===== src/rtl/map_pkg.sv =====
// Shared definitions for the max-log-MAP decoder: trellis of the 4-state RSC code
// (feedback 1+D+D^2, feedforward 1+D^2), metric floor and FSM state encoding.
package map_pkg;

   localparam int NUM_STATES = 4;

   typedef enum logic [1:0] {
      IDLE,
      RUN,
      DONE
   } fsm_state_t;

   // Lowest metric a normalized alpha may take; also the "unreachable" start value.
   function automatic int neg_metric(input int w);
      return -(1 << (w - 2));
   endfunction

   function automatic logic [1:0] trellis_next(input logic [1:0] s, input logic u);
      logic a;
      a = u ^ s[1] ^ s[0];
      return {a, s[1]};
   endfunction

   function automatic logic trellis_parity(input logic [1:0] s, input logic u);
      logic a;
      a = u ^ s[1] ^ s[0];
      return a ^ s[0];
   endfunction

endpackage


===== src/rtl/acs_unit.sv =====
// Add-compare-select for one next state. Branch 0 must be the u=0 branch so that
// a tie resolves towards it.
module acs_unit #(
   parameter int W = 12
) (
   input  logic signed [W-1:0] alpha0,
   input  logic signed [W-1:0] gamma0,
   input  logic signed [W-1:0] alpha1,
   input  logic signed [W-1:0] gamma1,
   output logic signed [W-1:0] metric
);

   logic signed [W-1:0] sum0;
   logic signed [W-1:0] sum1;

   always_comb begin
      sum0   = alpha0 + gamma0;
      sum1   = alpha1 + gamma1;
      metric = (sum1 > sum0) ? sum1 : sum0;
   end

endmodule


===== src/rtl/alpha_recursion.sv =====
// Forward (alpha) recursion stage of the max-log-MAP decoder. Define ALPHA_STORE_EN
// to add the per-step alpha memory and its rd_addr/rd_data read port.
module alpha_recursion
   import map_pkg::*;
#(
   parameter int FRAME_LEN = 16,
   parameter int W_IN      = 6,
   parameter int W_M       = 10
) (
   input  logic                           clk,
   input  logic                           rst,
   input  logic                           start,
   input  logic                           in_valid,
   output logic                           in_ready,
   input  logic signed [W_IN-1:0]         llr_sys,
   input  logic signed [W_IN-1:0]         llr_par,
   output logic                           alpha_valid,
   output logic [NUM_STATES*W_M-1:0]      alpha_out,
   output logic [$clog2(FRAME_LEN)-1:0]   step_idx,
   output logic                           busy,
   output logic                           done_fwd
`ifdef ALPHA_STORE_EN
   ,
   input  logic [$clog2(FRAME_LEN)-1:0]   rd_addr,
   output logic [NUM_STATES*W_M-1:0]      rd_data
`endif
);

   localparam int IW = $clog2(FRAME_LEN);
   // Two guard bits: one for metric+branch growth, one for the normalization difference.
   localparam int WX = W_M + 2;
   localparam logic signed [W_M-1:0] NEG_M = W_M'(neg_metric(W_M));
   localparam logic signed [WX-1:0]  NEG_X = WX'(neg_metric(W_M));
   localparam logic signed [WX-1:0]  MAX_X = WX'((1 << (W_M - 1)) - 1);

   fsm_state_t state, state_next;
   logic accept;
   logic last_step;
   logic [IW-1:0] count;

   logic signed [W_M-1:0] alpha_q   [NUM_STATES];
   logic signed [W_M-1:0] alpha_new [NUM_STATES];
   logic signed [WX-1:0]  sys_x, par_x, br_gamma, norm_diff;
   logic [1:0]            br_ns;
   logic                  br_par;
   logic signed [WX-1:0]  cand_alpha [NUM_STATES][2];
   logic signed [WX-1:0]  cand_gamma [NUM_STATES][2];
   logic signed [WX-1:0]  acs_metric [NUM_STATES];

   assign accept    = in_valid & in_ready;
   assign last_step = (count == IW'(FRAME_LEN - 1));

   always_ff @(posedge clk) begin
      if (rst) state <= IDLE;
      else     state <= state_next;
   end

   always_comb begin
      state_next = state;
      in_ready   = 1'b0;
      busy       = 1'b0;
      done_fwd   = 1'b0;
      case (state)
         IDLE: if (start) state_next = RUN;
         RUN: begin
            in_ready = 1'b1;
            busy     = 1'b1;
            if (in_valid && last_step) state_next = DONE;
         end
         DONE: begin
            busy       = 1'b1;
            done_fwd   = 1'b1;
            state_next = IDLE;
         end
         default: state_next = IDLE;
      endcase
   end

   // Route every (state, input) branch to its next state, slot indexed by u.
   always_comb begin
      sys_x    = WX'(llr_sys);
      par_x    = WX'(llr_par);
      br_ns    = '0;
      br_par   = 1'b0;
      br_gamma = '0;
      for (int n = 0; n < NUM_STATES; n++) begin
         for (int u = 0; u < 2; u++) begin
            cand_alpha[n][u] = '0;
            cand_gamma[n][u] = '0;
         end
      end
      for (int s = 0; s < NUM_STATES; s++) begin
         for (int u = 0; u < 2; u++) begin
            br_ns    = trellis_next(2'(s), 1'(u));
            br_par   = trellis_parity(2'(s), 1'(u));
            br_gamma = ((u != 0) ? sys_x : -sys_x) + (br_par ? par_x : -par_x);
            cand_alpha[br_ns][u] = WX'(alpha_q[s]);
            cand_gamma[br_ns][u] = br_gamma;
         end
      end
   end

   for (genvar g = 0; g < NUM_STATES; g++) begin : g_acs
      acs_unit #(.W(WX)) u_acs (
         .alpha0 (cand_alpha[g][0]),
         .gamma0 (cand_gamma[g][0]),
         .alpha1 (cand_alpha[g][1]),
         .gamma1 (cand_gamma[g][1]),
         .metric (acs_metric[g])
      );
   end

   always_comb begin
      norm_diff = '0;
      for (int k = 0; k < NUM_STATES; k++) begin
         norm_diff = acs_metric[k] - acs_metric[0];
         if (norm_diff > MAX_X)      alpha_new[k] = W_M'(MAX_X);
         else if (norm_diff < NEG_X) alpha_new[k] = NEG_M;
         else                        alpha_new[k] = W_M'(norm_diff);
      end
   end

   always_ff @(posedge clk) begin
      if (rst) begin
         for (int k = 0; k < NUM_STATES; k++) alpha_q[k] <= (k == 0) ? '0 : NEG_M;
         alpha_out   <= '0;
         alpha_valid <= 1'b0;
         step_idx    <= '0;
         count       <= '0;
      end else begin
         alpha_valid <= 1'b0;
         if (state == IDLE && start) begin
            for (int k = 0; k < NUM_STATES; k++) alpha_q[k] <= (k == 0) ? '0 : NEG_M;
            step_idx <= '0;
            count    <= '0;
         end else if (accept) begin
            for (int k = 0; k < NUM_STATES; k++) begin
               alpha_q[k]               <= alpha_new[k];
               alpha_out[k*W_M +: W_M] <= alpha_new[k];
            end
            alpha_valid <= 1'b1;
            step_idx    <= count;
            count       <= count + IW'(1);
         end
      end
   end

`ifdef ALPHA_STORE_EN
   logic [NUM_STATES*W_M-1:0] mem [FRAME_LEN];

   always_ff @(posedge clk) begin
      if (alpha_valid) mem[step_idx] <= alpha_out;
   end

   // Registered read; a colliding write lands after the read, so old data is returned.
   always_ff @(posedge clk) begin
      if (rst) rd_data <= '0;
      else     rd_data <= mem[rd_addr];
   end
`endif

endmodule

===== config.mk =====
export PLATFORM = sky130hd
export DESIGN_NAME = alpha_recursion
export DESIGN_NICKNAME = d
export VERILOG_FILES = /design/src/rtl/map_pkg.sv /design/src/rtl/acs_unit.sv /design/src/rtl/alpha_recursion.sv
export SDC_FILE = /design/constraint.sdc
export NUM_CORES = 1
export LEC_CHECK = 0
export BUFFER_PORTS_ARGS = -buffer_cell sky130_fd_sc_hd__buf_2
export CELL_PAD_IN_SITES_DETAIL_PLACEMENT = 0
export CELL_PAD_IN_SITES_GLOBAL_PLACEMENT = 2
export CORE_MARGIN = 8
export CORE_UTILIZATION = 40
export CTS_BUF_LIST = sky130_fd_sc_hd__clkbuf_4
export DETAILED_ROUTE_END_ITERATION = 7
export GPL_TIMING_DRIVEN = 1
export PLACE_DENSITY_LB_ADDON = 0.1
export SYNTH_ARGS = -nofsm -noshare
export SYNTH_HDL_FRONTEND = slang
export SYNTH_HIERARCHICAL = 1
export SYNTH_SLANG_ARGS = --single-unit

===== constraint.sdc =====
create_clock -name clk -period 10.6 [get_ports clk]
set_input_delay 2.12 -clock clk [delete_from_list [all_inputs] [get_ports clk]]
set_output_delay 2.12 -clock clk [all_outputs]
set_load 0.01 [all_outputs]

==> run_results.csv, run 1 <==
group,metric,value,unit
sta,setup_tns,0,ns
worst_setup_path,critPathBufInv,5,
floorplan,die_area,35300,µm²
worst_setup_path,r2r-start,"alpha_q[1][0]",
worst_setup_path,arrival,10.03,ns
floorplan,initial_core_util,0.403,
clock_network,clk_pin_slew,0.11,ns
worst_setup_path,worst-r2r-cell-count,24,
worst_setup_path,critPathCaptureType,"flip-flop",
clock_network,cts_tree,"built",
global_routing,grt_max_degree,25,
global_routing,grt_pass1_wl,55.2,mm
cells_and_area,area_growth,6.96,%
hold_path,holdPathEnd,"alpha_out[39]",
sta,min_period,9.72,ns
clock_network,cts_resized,0,
sta,tightest_slew,1.09,ns
synthesis,ys_seq_area_frac,0.137,
worst_setup_path,critPathTopFamily,"compound AO/OA/AOI/OAI gates",
cells_and_area,final_core_util,0.431,
synthesis,syn_inst,1424,
cells_and_area,final_cell_mix,"ha_1, a21oi_1, inv_1, nand2_1, xnor2_1",
worst_setup_path,r2r_slack,3.67,ns
clock_network,postCtsSetupRepairBufs,0,
clock_network,cts-root-buf,"clkbuf_4",
synthesis,synth_area,11800,µm²
worst_setup_path,crit_top_cell,"a21oi_1",
clock_network,cts_buffer_depth,2,
synthesis,avgSynthCellArea,8.29,µm²
sta,min_period_over_period,0.917,
floorplan,fp.dieH,188,µm
synthesis,synth.distinct_cells,70,
worst_setup_path,critPathSlowestCell,"o31ai_4",
worst_setup_path,cp-startpoint,"llr_par[1]",
hold_path,min_from,"alpha_out[39]",
cells_and_area,drive_gt1_frac,0.0978,
synthesis,synth_edf_count,20,
routing,ant_nets,0,
global_routing,antenna_found_initial,1,
hold_path,hold_path_class,"flip-flop to flip-flop",
global_routing,grt.total_usage,0.194,
worst_setup_path,crit_required,10.91,ns
cells_and_area,design_area,12600,µm²
place,dp_hpwl,29.9,mm
clock_network,numCtsBuffers,9,
worst_setup_path,max_stage_delay,0.59,ns
hold_path,hold-path-cell-count,2,
global_routing,overflow,0,
clock_network,hold_buffers,0,
floorplan,die_width,188,µm
routing,drc,0,
sta,max_slew_margin,0.275,
cells_and_area,fin_nets,1741,
place,io_buffers,53,
synthesis,yosysWarnings,6,
sta,hold_viol_final,0,
routing,vias,10300,
synthesis,ys_ff_latch,71,
clock_network,cts.sinks,71,
synthesis,async_flop_share,0,
routing,drt_iter0_markers,510,
routing,routed_wl,34.6,mm
floorplan,coreArea,29300,µm²
cells_and_area,final_common_cell,"ha_1",
floorplan,rows,63,
worst_setup_path,crit_type,"input pin to flip-flop",
place,finalWeightedCongestion,0.889,
clock_network,insertion_delay,0.44,ns
worst_setup_path,rr_endpoint,"alpha_q[1][1]",
flow_run,drv_cap,0,
routing,wire_per_inst,18.3,µm
global_routing,grt_pass1_vias,9935,
sta,rsz0062_at_grt,"false",
worst_setup_path,worstPathMaxFanout,16,
sta,fmax,103,MHz
status,status,"finished, final reports clean",
floorplan,ios,64,
routing,dr.pass1.iters,5,
synthesis,synthFlopType,"dfxtp_1",
sta,drv_slew,0,
worst_setup_path,start_kind,"input pin",
clock_network,cts_max_level,3,
routing,via_per_inst,5.41,
sta,setup_viol,0,
place,dpl_cell_area,12500,µm²
sta,fin_worst_skew,0.0125,ns
## logic make-up after synthesis
kind of cell,count (synthesis),share of synthesized area
and+or+nand+nor,332,0.140
buffers and inverters,133,0.0505
DFF,71,0.137
adders and majority gates,227,0.250
xor gates and xnor gates,154,0.115
other,1,0.000317
AOI/OAI and AO/OA,452,0.254
muxes,54,0.0535
## stage by stage
step | setup slack [ns] | hold slack, ns | cells
2_1_floorplan | 1.46 | 0.457 | 1459
3_3_place_gp | 0.372 | 0.438 | 1877
3_5_place_dp | 0.418 | 0.437 | 1877
4_1_cts | 0.880 | 0.462 | 1893
5_1_grt | 0.288 | 0.488 | 1894
6_report | 0.882 | 0.456 | 1894
## tightest hold or removal path: stages, from the launching register on
cell	delay (ns)
dfxtp_1	0.32
nand2_1	0.05
a21oi_1	0.05
## cell usage after synthesis (5+ instances only)
library cell    n  area (µm²)
a211oi_1       17         128
a21o_1         68         510
a21oi_1       155         776
a221o_2         6        67.6
a311oi_1       18         158
a31oi_1         5        31.3
and2_1         18         113
buf_4          10        75.1
clkbuf_1       12        45.0
dfxtp_1        51        1020
edfxtp_1       20         601
fa_1           15         300
ha_1          212        2650
inv_1         105         394
mux2_2          9         101
mux2_4         16         240
mux2i_1        29         290
nand2_1        99         372
nand2b_1       11        68.8
nand3_1        23         115
nand3b_1        6        45.0
nand4_1        27         169
nor2_1         77         289
nor2b_1        15        93.8
nor2b_4         5        68.8
nor3_1         18        90.1
o2111ai_1       9        78.8
o211ai_1        8        60.1
o211ai_2        5        62.6
o21a_1         11        82.6
o21ai_0        75         375
o21bai_1       20         150
o31ai_1        14         105
or2_2          12        75.1
or3_1           7        43.8
xnor2_1        98         858
xor2_1         55         482
## registers in the layout (all words and copies together) (netlist names)
name and cells:
alpha_q 30, alpha_valid 1, step_idx 4, alpha_out 30, state 2, count 4
## how the worst max path moves through the flow
| stage | endpoint | depth (start not counted) |
|---|---|---|
| after floorplan | alpha_q[1][4] | 34 |
| after global placement | alpha_q[1][0] | 36 |
| after detailed placement | alpha_q[1][1] | 36 |
| after CTS | alpha_q[1][1] | 36 |
| after global routing | alpha_q[1][1] | 37 |
| final | alpha_q[1][1] | 37 |
## area by class of cell
| type | count | area [µm²] |
|---|---|---|
| diodes | 1 | 2.50 |
| clock buffers | 12 | 90.1 |
| clock inverters | 4 | 22.5 |
| fillers | 3069 | 16700 |
| inverters | 105 | 394 |
| multi-input cells | 1255 | 9730 |
| flip-flops and latches | 71 | 1620 |
| well taps | 390 | 488 |
| repair buffers | 56 | 288 |
## routing by layer
metal	vias up	share of wire	wire length, µm	GRT usage
li1	5343	-	-	-
met4	0	0.023	786	0.0509
met3	30	0.026	914	0.0180
met1	4723	0.48	16700	0.259
met5	-	0	0	0
met2	156	0.47	16200	0.332
Power of run 1 is left out: the tool's default activity adds up to more than one toggle a clock period on the data nets, which glitch-free logic cannot reach.
==> run 2, diff against run 1 <==
--- a/config.mk
+++ b/config.mk
@@ -12,7 +12,6 @@
 export CORE_UTILIZATION = 40
 export CTS_BUF_LIST = sky130_fd_sc_hd__clkbuf_4
 export DETAILED_ROUTE_END_ITERATION = 7
-export GPL_TIMING_DRIVEN = 1
 export PLACE_DENSITY_LB_ADDON = 0.1
 export SYNTH_ARGS = -nofsm -noshare
 export SYNTH_HDL_FRONTEND = slang
==> constraint.sdc (replaced) <==
create_clock -name clk -period 9.8 [get_ports clk]
set_input_delay 1.96 -clock clk [delete_from_list [all_inputs] [get_ports clk]]
set_output_delay 1.96 -clock clk [all_outputs]
set_load 0.01 [all_outputs]
==> run 2 against run 1 <==
Effect of this change: sequential share of layout area fell by 0.33 points; non-clock buffer count rose by 33; final area up 2.6%; critical path depth is 4 lower; core utilization increased by 1.1 points; clock-buffer cell count down 3; global-route usage is 0.087 points higher; setup slack worse by 0.31 ns; first-iteration DRC count increased by 9.8%; flip-flop and latch count unchanged; hold slack gained 0.0075 ns.
==> run_results.csv, run 2 (synthesis results as in run 1) <==
group,metric,value,unit
place,finalWeightedCongestion,0.895,
floorplan,coreArea,29300,µm²
routing,ant_nets,0,
floorplan,ios,64,
place,place_ws,-0.101,ns
clock_network,insertion_delay,0.46,ns
clock_network,cts_buffer_depth,2,
routing,dr.pass1.iters,5,
sta,min_period,9.23,ns
worst_setup_path,max_stage_delay,0.62,ns
worst_setup_path,critPathCaptureType,"flip-flop",
floorplan,die_area,35300,µm²
status,status,"finished, final reports clean",
routing,via_per_inst,5.44,
worst_setup_path,crit_type,"input pin to flip-flop",
floorplan,die_width,188,µm
routing,wire_per_inst,18.2,µm
global_routing,overflow,0,
hold_path,hold-path-cell-count,2,
global_routing,antenna_found_initial,1,
clock_network,cts.sinks,71,
clock_network,numCtsBuffers,9,
global_routing,grt.busiest_layer,"met2",
worst_setup_path,r2r-start,"alpha_q[1][0]",
worst_setup_path,r2r_slack,2.97,ns
worst_setup_path,arrival,9.58,ns
sta,setup_ws,0.569,ns
sta,tightest_slew,0.712,ns
sta,setup_tns,0,ns
cells_and_area,final_cell_mix,"ha_1, a21oi_1, inv_1, nand2_1, xnor2_1",
clock_network,clk_pin_slew,0.14,ns
cells_and_area,n_fill_cell,3061,
routing,drt_iter0_markers,560,
clock_network,cts_max_level,3,
worst_setup_path,worstPathMaxFanout,12,
global_routing,use_met1,0.269,
place,io_buffers,53,
worst_setup_path,worst-r2r-cell-count,24,
sta,max_slew_margin,0.523,
flow_run,drv_cap,0,
hold_path,min_from,"alpha_out[29]",
sta,setup_viol,0,
hold_path,holdPathEnd,"alpha_out[29]",
global_routing,gr-usage-met2,0.328,
global_routing,grt.total_usage,0.195,
sta,fmax,108,MHz
floorplan,rows,63,
worst_setup_path,critPathSlowestCell,"xnor2_2",
global_routing,grt_util_met3,0.0123,
routing,routed_wl,35.1,mm
global_routing,grt_max_degree,17,
clock_network,cts-root-buf,"clkbuf_4",
global_routing,grt_pass1_vias,10100,
routing,vias,10500,
cells_and_area,area_growth,9.77,%
cells_and_area,drive_gt1_frac,0.120,
hold_path,hold_path_class,"flip-flop to flip-flop",
place,dp_hpwl,30.2,mm
sta,min_period_over_period,0.942,
cells_and_area,final_common_cell,"ha_1",
cells_and_area,top_regs,"alpha_out: 30 flops, alpha_q: 30 flops",
sta,hold_viol_final,0,
floorplan,initial_core_util,0.403,
worst_setup_path,rr_endpoint,"alpha_out[24]",
global_routing,grt_pass1_wl,55.4,mm
clock_network,cts_tree,"built",
routing,drc,0,
worst_setup_path,start_kind,"input pin",
floorplan,fp.dieH,188,µm
sta,fin_worst_skew,0.0260,ns
worst_setup_path,crit_required,10.15,ns
worst_setup_path,crit_top_cell,"ha_1",
sta,drv_slew,0,
cells_and_area,fin_nets,1774,
-- run 2: critical path, delay by kind of cell --
family | cells | cell delay [ns]
adders and majority gates | 5 | 1.65
buffers and inverters | 3 | 0.41
xor gates and xnor gates | 4 | 1.32
and+or+nand+nor | 4 | 0.68
muxes | 2 | 0.77
AOI/OAI and AO/OA | 15 | 2.80
-- run 2: through the flow --
step	utilization	instances	hold slack (ns)	cell area, µm²
2_1_floorplan	-	1459	0.457	11900
3_3_place_gp	0.433	1901	0.434	12700
3_5_place_dp	0.433	1901	0.435	12700
4_1_cts	0.438	1917	0.467	12900
5_1_grt	0.442	1927	0.492	13000
6_report	0.442	1927	0.464	13000
-- run 2: metal layers --
metal  part of all wire  vias up
met3              0.023       24
met4              0.016        0
met2               0.47      152
met5                  0        -
li1                   -     5408
met1               0.49     4905
-- run 2: final cells by class --
class                      instances  area [µm²]  share of cell area
multi-input combinational       1255        9760               0.753
sequential                        71        1620               0.125
timing repair buffer              89         548              0.0423
tap                              390         488              0.0376
inverter                         105         394              0.0304
clock inverter                     7        78.8             0.00608
clock buffer                       9        67.6             0.00521
antenna                            1        2.50            0.000193
-- run 2: what timing repair did --
item | in CTS | in global routing
hold endpoints to repair | 0 | 0
buffers inserted | 0 | 9
gates resized for setup | 0 | 8
hold buffers | 0 | 0
setup endpoints to repair | 0 | 22
-- run 2: how the worst max path moves through the flow --
stage,startpoint,end,slack (ns),cells past startpoint
finish,llr_par[1],alpha_out[24],0.57,33
global route,llr_par[1],alpha_out[24],-0.03,33
CTS,llr_par[1],alpha_q[2][1],0.37,35
detailed placement,llr_par[1],alpha_q[2][1],-0.10,35
global placement,llr_par[1],alpha_q[2][1],-0.12,35
floorplan,llr_par[1],alpha_q[1][4],0.82,34
Power of run 2 is left out for the same reason.
==> run 3, diff against run 2 <==
--- a/config.mk
+++ b/config.mk
@@ -9,8 +9,7 @@
 export CELL_PAD_IN_SITES_DETAIL_PLACEMENT = 0
 export CELL_PAD_IN_SITES_GLOBAL_PLACEMENT = 2
 export CORE_MARGIN = 8
-export CORE_UTILIZATION = 40
-export CTS_BUF_LIST = sky130_fd_sc_hd__clkbuf_4
+export CORE_UTILIZATION = 39
 export DETAILED_ROUTE_END_ITERATION = 7
 export PLACE_DENSITY_LB_ADDON = 0.1
 export SYNTH_ARGS = -nofsm -noshare
==> run 3 against run 2 <==
Effect of this change: global-route usage up 0.059 points; final area grew 1.7%; critical path depth up 2; hold slack worse by 0.018 ns; core utilization grew 0.17 points; critical path type unchanged; critical endpoint is now alpha_q[3][2]; die area up 2.3%; setup slack got worse by 0.045 ns; sequential share of layout area decreased by 0.21 points; flip-flop and latch count did not move; clock-buffer cell count grew 5.
==> run_results.csv, run 3 (synthesis results as in run 1) <==
group,metric,value,unit
worst_setup_path,start_kind,"input pin",
cells_and_area,ff_latch_area,1620,µm²
sta,max_slew_margin,0.568,
cells_and_area,top_regs,"alpha_out: 30 flops, alpha_q: 30 flops",
floorplan,coreArea,29700,µm²
global_routing,antenna_found_initial,0,
cells_and_area,fin_nets,1774,
sta,min_period,9.28,ns
global_routing,overflow,0,
sta,fin_worst_skew,0.00423,ns
clock_network,cts_tree,"built",
global_routing,grt_max_degree,17,
place,io_buffers,53,
cells_and_area,area_growth,11.7,%
clock_network,clk_pin_slew,0.06,ns
worst_setup_path,worst-r2r-cell-count,24,
routing,drc,0,
worst_setup_path,worstPathMaxFanout,9,
cells_and_area,drive_gt1_frac,0.120,
routing,via_per_inst,5.45,
cells_and_area,multi_input_area,9790,µm²
hold_path,hold_path_class,"flip-flop to flip-flop",
floorplan,rows,63,
flow_run,drv_cap,0,
sta,drv_slew,0,
status,status,"finished, final reports clean",
floorplan,fp.dieH,190,µm
worst_setup_path,max_stage_delay,0.44,ns
floorplan,initial_core_util,0.397,
place,finalWeightedCongestion,0.908,
clock_network,cts_buffer_depth,2,
floorplan,ios,64,
floorplan,die_area,36100,µm²
routing,drt_iter0_markers,548,
cells_and_area,final_common_cell,"ha_1",
worst_setup_path,critPathSlowestCell,"fa_1",
clock_network,cts.sinks,71,
cells_and_area,n_fill_cell,3024,
sta,fmax,108,MHz
routing,dr.pass1.iters,5,
cells_and_area,antenna-diode-count,0,
sta,tightest_slew,0.647,ns
clock_network,hold_buffers,0,
clock_network,cts_max_level,3,
place,dp_hpwl,30.8,mm
cells_and_area,final_cell_mix,"ha_1, a21oi_1, inv_1, nand2_1, xnor2_1",
clock_network,insertion_delay,0.33,ns
floorplan,die_width,190,µm
worst_setup_path,crit_type,"input pin to flip-flop",
sta,hold_viol_final,0,
routing,wire_per_inst,18.6,µm
worst_setup_path,critPathCaptureType,"flip-flop",
global_routing,grt.total_usage,0.196,
sta,setup_tns,0,ns
sta,min_period_over_period,0.947,
routing,routed_wl,35.8,mm
global_routing,grt_pass1_vias,10200,
hold_path,hold-path-cell-count,1,
clock_network,cts-root-buf,"clkbuf_16",
sta,rsz0062_at_grt,"false",
worst_setup_path,crit_required,9.89,ns
global_routing,grt_pass1_wl,56.2,mm
routing,ant_nets,0,
sta,setup_viol,0,
routing,vias,10500,
clock_network,numCtsBuffers,9,
worst_setup_path,arrival,9.37,ns
## run 3: cell count changes in the layout (fill, tap and decap cells not counted), sizes merged
cell	change
diode	-1
buf	-1
clkinv	-2
clkbuf	+5
a21oi	+1
inv	-3
## run 3: timing repair
item	CTS	global route
setup buffers	0	6
endpoints found under the setup margin	0	29
resized for setup	0	10
## run 3: layer usage
| layer | share of wire | vias up | GRT usage | routed length (µm) |
|---|---|---|---|---|
| li1 | - | 5399 | - | - |
| met5 | 0 | - | 0 | 0 |
| met4 | 0.012 | 0 | 0.0325 | 429 |
| met1 | 0.49 | 4923 | 0.267 | 17600 |
| met2 | 0.47 | 155 | 0.337 | 17000 |
| met3 | 0.024 | 22 | 0.0167 | 869 |
## run 3: area by class of cell
type | count | area share
Clock buffer | 14 | 0.0240
Clock inverter | 2 | 0.00294
Inverter | 105 | 0.0299
Multi-Input combinational cell | 1256 | 0.742
Sequential cell | 71 | 0.123
Tap cell | 390 | 0.0370
Timing Repair Buffer | 88 | 0.0410
## run 3: worst max-delay path, delay by kind of cell
family                   cells  cell delay (ns)
AO/OA/AOI/OAI               15             2.86
adder cells (fa/ha/maj)      5             1.80
buffers and inverters        5             0.55
AND/OR/NAND/NOR              6             1.08
multiplexers                 2             0.71
XOR/XNOR                     2             0.40
## run 3: metrics by stage
step           std cells  hold slack, ns  cell area, µm²  setup WS [ns]   util
2_1_floorplan       1459           0.457           11900          0.819      -
3_3_place_gp        1903           0.434           12700       -0.00726  0.428
3_5_place_dp        1903           0.436           12700       0.000549  0.428
4_1_cts             1919           0.450           13100          0.312  0.440
5_1_grt             1926           0.474           13200        0.00326  0.444
6_report            1926           0.446           13200          0.524  0.444
## run 3: worst paths after layout
path / from / endpoint / slack (ns)
setup reg to reg: alpha_q[1][0] / alpha_out[21] / 3.16
hold / removal: alpha_out[30] / alpha_out[30] / 0.45
hold reg to reg: alpha_out[30] / alpha_out[30] / 0.45
setup / recovery: llr_par[0] / alpha_q[3][2] / 0.52
Power of run 3 is left out for the same reason.
